### config.mk
export PLATFORM = sky130hd
export DESIGN_NAME = mr_keystream_gen
export DESIGN_NICKNAME = d
export VERILOG_FILES = /design/src/rtl/mr_keystream_gen.sv
export SDC_FILE = /design/constraint.sdc
export NUM_CORES = 1
export LEC_CHECK = 0
export CORE_MARGIN = 3
export CORE_UTILIZATION = 50
export CTS_CLUSTER_SIZE = 25
export DETAILED_ROUTE_END_ITERATION = 10
export HOLD_SLACK_MARGIN = 0.03
export PLACE_DENSITY_LB_ADDON = 0.12
export SETUP_SLACK_MARGIN = 0.02
export SYNTH_ARGS = -nofsm -noshare
export SYNTH_HDL_FRONTEND = slang
export SYNTH_SLANG_ARGS = --single-unit
### constraint.sdc
create_clock -name i_clk -period 2.15 [get_ports i_clk]
set_clock_uncertainty 0.1 [all_clocks]
set_input_delay 0.3225 -clock i_clk [delete_from_list [all_inputs] [get_ports i_clk]]
set_output_delay 0.3225 -clock i_clk [all_outputs]
set_load 0.1 [all_outputs]
### src/rtl/mr_keystream_gen.sv
// Massey-Rueppel inner-product keystream generator: two Fibonacci LFSRs, ks = ^(M & L[M_WIDTH-1:0]), packed OUT_WIDTH bits per word.
// First word WARMUP+OUT_WIDTH+1 edges after load; generation stalls only when the collector is full and o_data is unconsumed.
module mr_keystream_gen #(
  parameter int                 M_WIDTH   = 7,
  parameter int                 L_WIDTH   = 13,
  parameter logic [M_WIDTH-1:0] M_TAPS    = 7'h60,
  parameter logic [L_WIDTH-1:0] L_TAPS    = 13'h100D,
  parameter int                 WARMUP    = 16,
  parameter int                 OUT_WIDTH = 8
) (
  input  logic                 i_clk,
  input  logic                 i_rst,
  input  logic                 i_load,
  input  logic [M_WIDTH-1:0]   i_seed_lfsrM,
  input  logic [L_WIDTH-1:0]   i_seed_lfsrL,
  input  logic                 i_enable,
  input  logic                 i_ready,
  output logic                 o_valid,
  output logic [OUT_WIDTH-1:0] o_data,
  output logic [M_WIDTH-1:0]   o_lfsrM,
  output logic [L_WIDTH-1:0]   o_lfsrL,
  output logic                 o_keystream,
  output logic                 o_busy
);

  localparam int CW = $clog2(OUT_WIDTH + 1);
  localparam int WW = (WARMUP > 0) ? $clog2(WARMUP + 1) : 1;
  localparam logic [CW-1:0] CNT_FULL  = CW'(OUT_WIDTH);
  localparam logic [WW-1:0] WARM_INIT = WW'(WARMUP);

  typedef enum logic [1:0] {IDLE, WARM, RUN} state_t;

  state_t               state, state_n;
  logic [M_WIDTH-1:0]   m, m_n, m_step;
  logic [L_WIDTH-1:0]   l, l_n, l_step;
  logic [OUT_WIDTH-1:0] coll, coll_n;
  logic [OUT_WIDTH-1:0] data, data_n;
  logic [CW-1:0]        cnt, cnt_n;
  logic [WW-1:0]        warm, warm_n;
  logic                 valid, valid_n;
  logic                 ks;

  assign m_step = {m[M_WIDTH-2:0], ^(m & M_TAPS)};
  assign l_step = {l[L_WIDTH-2:0], ^(l & L_TAPS)};
  assign ks     = ^(m & l[M_WIDTH-1:0]);

  always_comb begin
    state_n = state;
    m_n     = m;
    l_n     = l;
    coll_n  = coll;
    data_n  = data;
    cnt_n   = cnt;
    warm_n  = warm;
    valid_n = valid;
    if (i_load) begin
      // An all-zero seed would lock the LFSR, so it is replaced by 1.
      m_n     = (i_seed_lfsrM == '0) ? M_WIDTH'(1) : i_seed_lfsrM;
      l_n     = (i_seed_lfsrL == '0) ? L_WIDTH'(1) : i_seed_lfsrL;
      cnt_n   = '0;
      coll_n  = '0;
      valid_n = 1'b0;
      warm_n  = WARM_INIT;
      state_n = (WARMUP > 0) ? WARM : RUN;
    end else begin
      if (valid && i_ready) valid_n = 1'b0;
      case (state)
        IDLE: ;
        WARM: begin
          if (i_enable) begin
            m_n    = m_step;
            l_n    = l_step;
            warm_n = warm - WW'(1);
            if (warm == WW'(1)) state_n = RUN;
          end
        end
        RUN: begin
          if (i_enable) begin
            if (cnt != CNT_FULL) begin
              for (int i = 0; i < OUT_WIDTH; i++) begin
                if (cnt == CW'(i)) coll_n[i] = ks;
              end
              cnt_n = cnt + CW'(1);
              m_n   = m_step;
              l_n   = l_step;
            end else if (!valid || i_ready) begin
              // Hand-off also covers the consume-and-refill case in one edge.
              data_n  = coll;
              valid_n = 1'b1;
              cnt_n   = '0;
            end
          end
        end
        default: state_n = IDLE;
      endcase
    end
  end

  always_ff @(posedge i_clk or posedge i_rst) begin
    if (i_rst) begin
      state <= IDLE;
      m     <= M_WIDTH'(1);
      l     <= L_WIDTH'(1);
      coll  <= '0;
      data  <= '0;
      cnt   <= '0;
      warm  <= '0;
      valid <= 1'b0;
    end else begin
      state <= state_n;
      m     <= m_n;
      l     <= l_n;
      coll  <= coll_n;
      data  <= data_n;
      cnt   <= cnt_n;
      warm  <= warm_n;
      valid <= valid_n;
    end
  end

  assign o_valid     = valid;
  assign o_data      = data;
  assign o_lfsrM     = m;
  assign o_lfsrL     = l;
  assign o_keystream = ks;
  assign o_busy      = (state != IDLE);

endmodule
# [Yosys cells after proc, flatten, opt, wreduce, memory -nomap -nowiden]
# Cells that the tools add are included.
[totals] elab_cells=117 inputBits=25 output_inout_bits=31 reg_bits=48
[classes] reduce_logical=39 n_addsub=2 n_bitwise=3 eq_ne=16 mux=42
[ops] operator="$mux W13" count=5
[ops] operator="$reduce_and A4 Y1" count=9
[ops] operator="$mux W7" count=5
[ops] operator="$mux W8" count=4
[ops] operator="$pmux W13 S2" count=1
[ops] operator="$reduce_bool A2 Y1" count=13
[ops] operator="$mux W4" count=5
[ops] operator="$eq A4 B3 Y1 const B" count=4
[ops] operator="$mux W5" count=3
[ops] operator="$mux W1" count=14
[ops] operator="$pmux W7 S2" count=1
[ops] operator="$reduce_xor A7 Y1" count=2
[ops] operator="$logic_not A13 Y1" count=1
[ops] operator="$reduce_xor A13 Y1" count=1
[ops] operator="$ne A3 B3 Y1 const B" count=4
[ops] operator="$eq A4 B2 Y1 const B" count=2
[ops] operator="$and A7 B7 Y7" count=1
[ops] operator="$logic_not A7 Y1" count=1
[ops] operator="$mux W2" count=3
[ops] operator="$reduce_and A3 Y1" count=2
[ops] operator="$reduce_bool A3 Y1" count=2
[ops] operator="$eq A5 B1 Y1 const B" count=1
[ops] operator="$reduce_and A5 Y1" count=1
[ops] operator="$sub A5 B1 Y5 const B" count=1
[ops] operator="other kinds (15)" count=16

# [Depth between registers and ports, before layout]
# Gate-level depths: netlist of run 1.
[depth] ltp_word=7 mapped_depth=9 depth_no_buf=6

# [Least setup slack after synthesis of run 1]
# Ideal clock, no wire load.
[synth_path] path_type="register to output" startpoint="reg l[2], in the netlist o_lfsrL[2]" endpoint="out o_keystream" arrival_ns=2.613 path_slack_ns=-0.885 path_buffers=0 path_stages_with_launch=5 t_required_ns=1.727 path_cell_list="dfrtp_1 > nand2_1 > xnor3_1 > xnor3_2 > inv_1"
[synth_via] elab_chain_cells=2
[synth_lines] item="start, declared" line_no="35" text="logic [L_WIDTH-1:0] l, l_n, l_step;"
[synth_lines] item="start signal, assigned" line_no="112" text="l <= l_n;"
[synth_lines] item="$and A7 B7 Y7" line_no="45" text="assign ks = ^(m & l[M_WIDTH-1:0]);"
[synth_lines] item="$reduce_xor A7 Y1" line_no="45"
[synth_lines] item="end, declared" line_no="22" text="output logic o_keystream,"
# No other way between the ends.

# [Worst setup path after layout of run 1]
[layout_path] startpoint="reg m[0], in the netlist o_lfsrM[0]" endpoint="out o_keystream"
[layout_via] elab_chain_cells=2
[layout_lines] item="start, declared" line_no="34" text="logic [M_WIDTH-1:0] m, m_n, m_step;"
[layout_lines] item="start signal, assigned" line_no="111" text="m <= m_n;"
[layout_lines] item="$and A7 B7 Y7" line_no="45"
[layout_lines] item="$reduce_xor A7 Y1" line_no="45"
# No other way between the ends.

==> metrics, run 1 <==
total die area 0.00603 sq mm; Initial Utilization 53.0%; setup ws final -0.104 ns; TNS Setup -0.104 ns; clk_lat worst skew 0.30 ns; R2R setup slack 0.20 ns; failing checks negative setup slack; final-layout fill cell count 375; Layout Nets 339; leakage 1.54 nW; synth cell count leaders dfrtp_1 (46), nand2_1 (35), o21ai_0 (25), mux2i_1 (17), a21oi_1 (14); Mean Syn Cell Area 10.3 sq um; antenna cells 0; area grow syn2layout 31.6%; Slew @ Worst Pin 0.542 ns; count leader, synth dfrtp_1; first-pass GRT wire length 10,200 um; cell taking the most area after synthesis dfrtp_1; grt ovf 0; Reg-to-Reg End o_lfsrM[3]$_DFFE_PP0P_; total power 0.00414 W; Async SR Flop Fraction 100%; Die Wd 77.7 um; Distinct cells, synth 47; Worst EP required 1.73 ns; Tot GR Track Use 21.0%; Slew Limit Fails 0; ranking of synthesized cells by area dfrtp_1 (45%), mux2i_1 (6.6%), nand2_1 (5.1%); warnings from Yosys 0; iteration count of the initial detailed-routing pass 6; initial DRC count 118; CTS max path bufs 2; Tcrit/Tclk final 105%; Post-synth EDFFs 0; clk sinks 48; kind of critical path flop to primary output; post-route ant nets 0; Peak VDD IR 0.925 mV; Seq/Total Area, Yosys 46.9%; detailed-placement wirelength estimate 4180 um; # IOs 56; PortBufs 55; drt via density 5.47; Rel. slew slack 63.9%; status complete, but fails checks; fmax 0.444 GHz; Yosys top cell area share 44.8%; register bit total from synthesis 48; Startpoint Class flop; RSZ-0062 raised after global routing true; Max-cap violations 0; Final Wtd Congestion 0.802; Power Density 1230 mW/mm^2; R2R depth 7; prevailing post-synth register cell dfrtp_1; final hold viol count 0; root buf cell clkbuf_8; min-delay worst type input port to asynchronous set/reset pin; initial antenna violation count 0; DIE HEIGHT 77.7 um; WL/cell 15.5 um; DRC errors left 0; DR vias 2,055; final WL 5810 um; CTS clk-pin slew, worst paths 0.08 ns; number of global-route vias before repair 2,098; CTS Buf Count 5; largest net degree at the start of global routing 55; Setup crit end kind primary output; Worst Hold Slack 0.275 ns; H-Tree Level Count 2; Worst Path Max Fanout 4; Reg-to-Reg Start cnt[0]$_DFFE_PP0P_; layout cells sized above 1 28.8%; core area 0.00485 sq mm; cts hold-fix bufs 0; Final setup viols 1; Mapped Nets 281; CP Data Arrival Time 1.83 ns; row count 25; fin crit period 2.25 ns; Cell Area, Synth 0.00257 sq mm; Syn Inst Count 250; CTS tree done
[routing by layer]
| metal | routed length (um) | GRT usage (%) |
|---|---|---|
| met1 | 2670 | 28.5 |
| met2 | 2800 | 34.2 |
| met3 | 274 | 3.25 |
| met4 | 70 | 7.30 |
| met5 | 0 | 0 |
[final cells by class]
class                           instances  area [sq um]  area share [%]
Timing Repair Buffer                   67           649            19.2
Clock buffer                            8          90.1            2.67
Sequential cell                        48          1250            36.9
Tap cell                               67          83.8            2.48
Multi-Input combinational cell        179          1280            37.9
Inverter                                7          30.0           0.889
[timing repair]
action,in CTS,in global routing
pin swaps,2,0
setup buffers,0,1
setup endpoints to repair,1,10
gates resized for setup,2,2
[registers in the layout (all words and copies together) (netlist names)]
name / flops
cnt: 4
coll: 8
o_data: 8
o_lfsrL: 13
o_lfsrM: 7
o_valid: 1
state: 2
warm: 5
[placed cells by master, fill, tap and decap left out, types with 6 or more instances in the layout]
cell	count
mux2_2	8
clkbuf_8	6
o21ai_0	25
buf_4	35
ha_1	6
dfrtp_4	8
nor2_1	6
clkdlybuf4s50_1	23
o21ai_1	11
o41ai_2	8
mux2i_1	17
dfrtp_1	34
nand2_1	34
a21oi_1	13
buf_12	7
[worst max-delay path by stage]
| stage | endpoint | start | cells after the start |
|---|---|---|---|
| 2_1_floorplan | o_keystream | o_lfsrL[1]$_DFFE_PP0P_ | 4 |
| 5_1_grt | o_keystream | o_lfsrL[0]$_DFFE_PP1P_ | 5 |
| 4_1_cts | o_keystream | o_lfsrM[0]$_DFFE_PP1P_ | 5 |
| 3_5_place_dp | o_lfsrM[5]$_DFFE_PP0P_ | i_enable | 6 |
| 6_report | o_keystream | o_lfsrM[0]$_DFFE_PP1P_ | 5 |
| 3_3_place_gp | o_data[4]$_DFFE_PP0P_ | i_enable | 5 |
[through the flow]
stage          instances  util [%]  setup slack (ns)  instance area, sq um
2_1_floorplan        250         -            -0.240                  2620
3_3_place_gp         367      67.3             0.157                  3260
3_5_place_dp         367      67.3             0.106                  3260
4_1_cts              375      69.4            -0.122                  3370
5_1_grt              376      69.7            -0.173                  3380
6_report             376      69.7            -0.104                  3380
[power by group]
part	switching [W]	internal, W
combinational	0.00145	0.000788
clock	0.000288	0.000263
sequential	0.000213	0.00114
[kinds of logic after synthesis]
family                     count (synthesis)  synth area share (%)
buffers and inverters                     23                  4.14
muxes                                     25                  10.1
AOI/OAI and AO/OA                         68                  17.8
xor gates and xnor gates                  10                  4.53
DFF                                       48                  46.9
adders and majority gates                  6                  2.92
and+or+nand+nor                           70                  13.6
[critical path: stages, from the launching register on]
cell	delay, ns
dfstp_4	0.67
nand2_4	0.06
xnor2_2	0.13
xnor3_2	0.40
clkinvlp_4	0.11
buf_12	0.17
No activity file was read; power rests on OpenSTA's default activity.
==> inputs of run 2 (changes only) <==
Settings changed: CELL_PAD_IN_SITES_DETAIL_PLACEMENT from default to 1, CELL_PAD_IN_SITES_GLOBAL_PLACEMENT from default to 1, CORE_UTILIZATION 50 to 39, GPL_ROUTABILITY_DRIVEN from default to 0.
==> run 2 against run 1 <==
The flow still finishes with violations (negative setup slack). Critical path depth did not move. Routed wire length rose by 16%. Sequential cell count did not move. Non-clock buffer count rose by 6. Fmax fell by 0.74%. Combinational power rose by 3%. Count of clock-buffer cells in the layout fell by 3. Die area rose by 26%. Sequential power barely moved.
==> metrics, run 2 (same netlist as run 1, synthesis figures left out) <==
status complete, but fails checks; failing checks negative setup slack; Setup crit end kind primary output; max FFs per register 13; Tot GR Track Use 19.1%; first-pass GRT wire length 11,400 um; R2R depth 7; PortBufs 55; Tcrit/Tclk final 106%; Final setup viols 1; TNS Setup -0.120 ns; initial DRC count 80; iteration count of the initial detailed-routing pass 4; DRC errors left 0; min-delay worst type input port to asynchronous set/reset pin; CTS Buf Count 5; R2R setup slack 0.15 ns; Initial Utilization 41.9%; Layout Nets 345; WL/cell 17.3 um; Worst setup endpoint o_keystream; detailed-placement wirelength estimate 4860 um; post-route ant nets 0; row count 28; number of global-route vias before repair 2,239; drt via density 5.40; Power Density 1230 mW/mm^2; DR vias 2,106; initial antenna violation count 0; crit path from o_lfsrM[0]$_DFFE_PP1P_; layout cells sized above 1 31.1%; commonest non-fill, non-tap cell in the layout buf_4; Cell Chain, Critical Path nand2_4, xnor2_2, xnor3_2, clkinvlp_4, buf_12; Max-cap violations 0; cts hold-fix bufs 0; # IOs 56; WP depth 5; clk_lat worst skew 0.31 ns; slowest CP cell dfstp_4; Startpoint Class flop; Buf/Inv on CP 2; final design utilization 56.3%; antenna cells 0; CTS max path bufs 2; Reg-to-Reg Start cnt[1]$_DFFE_PP0P_; Slew @ Worst Pin 0.614 ns; Worst EP required 1.73 ns; CP Data Arrival Time 1.85 ns; final-layout fill cell count 685; clk sinks 48; H-Tree Level Count 2; CTS tree done; leakage 1.58 nW; DIE HEIGHT 87.2 um; Slew Limit Fails 0; Worst Path Max Fanout 4; final WL 6750 um; fin crit period 2.27 ns; kind of critical path flop to primary output; area grow syn2layout 34.3%; fmax 0.440 GHz; final hold viol count 0; grt ovf 0; RSZ-0062 raised after global routing true; cell family with most CP delay flip-flops; most frequent cells in the layout buf_4 (41), dfrtp_1 (34), nand2_1 (32), o21ai_0 (25), clkdlybuf4s50_1 (23); Rel. slew slack 59.1%; core area 0.00613 sq mm; CTS clk-pin slew, worst paths 0.09 ns; Peak VDD IR 1.20 mV; total die area 0.00760 sq mm; Crit path largest cell delay 0.66 ns; setup ws final -0.120 ns; root buf cell clkbuf_8; Reg-to-Reg End o_lfsrM[2]$_DFFE_PP0P_; Die Wd 87.2 um; largest net degree at the start of global routing 59
-- run 2: how the worst min path moves through the flow --
stage,to,slack (ns),depth (start not counted)
6_report,o_data[1]$_DFFE_PP0P_,0.19,2
3_5_place_dp,o_data[5]$_DFFE_PP0P_,0.40,1
2_1_floorplan,o_lfsrL[11]$_DFFE_PP0P_,0.34,2
3_3_place_gp,coll[6]$_DFFE_PP0P_,0.38,2
4_1_cts,o_data[1]$_DFFE_PP0P_,0.20,2
5_1_grt,o_data[1]$_DFFE_PP0P_,0.21,2
-- run 2: power breakdown --
part           switching, W  leakage [nW]  internal, W  total, W
Sequential         0.000226         0.598      0.00114   0.00137
Combinational       0.00148         0.936     0.000828   0.00231
Clock              0.000326        0.0479     0.000228  0.000553
Total               0.00204          1.58      0.00220   0.00423
-- run 2: cell type report --
class	count	area [sq um]	area share, %
clock buffer	5	68.8	1.99
clock inverter	3	18.8	0.544
inverter	7	30.0	0.870
multi-input combinational	179	1290	37.4
sequential	48	1250	36.1
tap	75	93.8	2.72
timing repair buffer	73	703	20.4
-- run 2: repair_timing --
action	4_1_cts	5_1_grt
gates resized for setup	2	3
buffers inserted	0	6
endpoints found under the setup margin	1	7
pin swaps	2	1
-- run 2: routing by layer --
layer | up-vias | wire (um) | global-route usage (%)
met5 | - | 0 | 0
met4 | 0 | 62 | 4.60
met3 | 6 | 284 | 3.60
met2 | 41 | 3320 | 31.4
met1 | 1038 | 3080 | 26.2
li1 | 1021 | - | -
-- run 2: through the flow --
step	cells	hold slack [ns]	instance area, sq um	setup WS, ns	total power, W
5_1_grt	390	0.208	3450	-0.187	0.00448
3_5_place_dp	376	0.395	3290	0.0308	0.00365
6_report	390	0.190	3450	-0.120	0.00423
4_1_cts	384	0.200	3390	-0.130	0.00422
3_3_place_gp	376	0.378	3290	0.130	0.00360
2_1_floorplan	250	0.337	2620	-0.240	0.00299
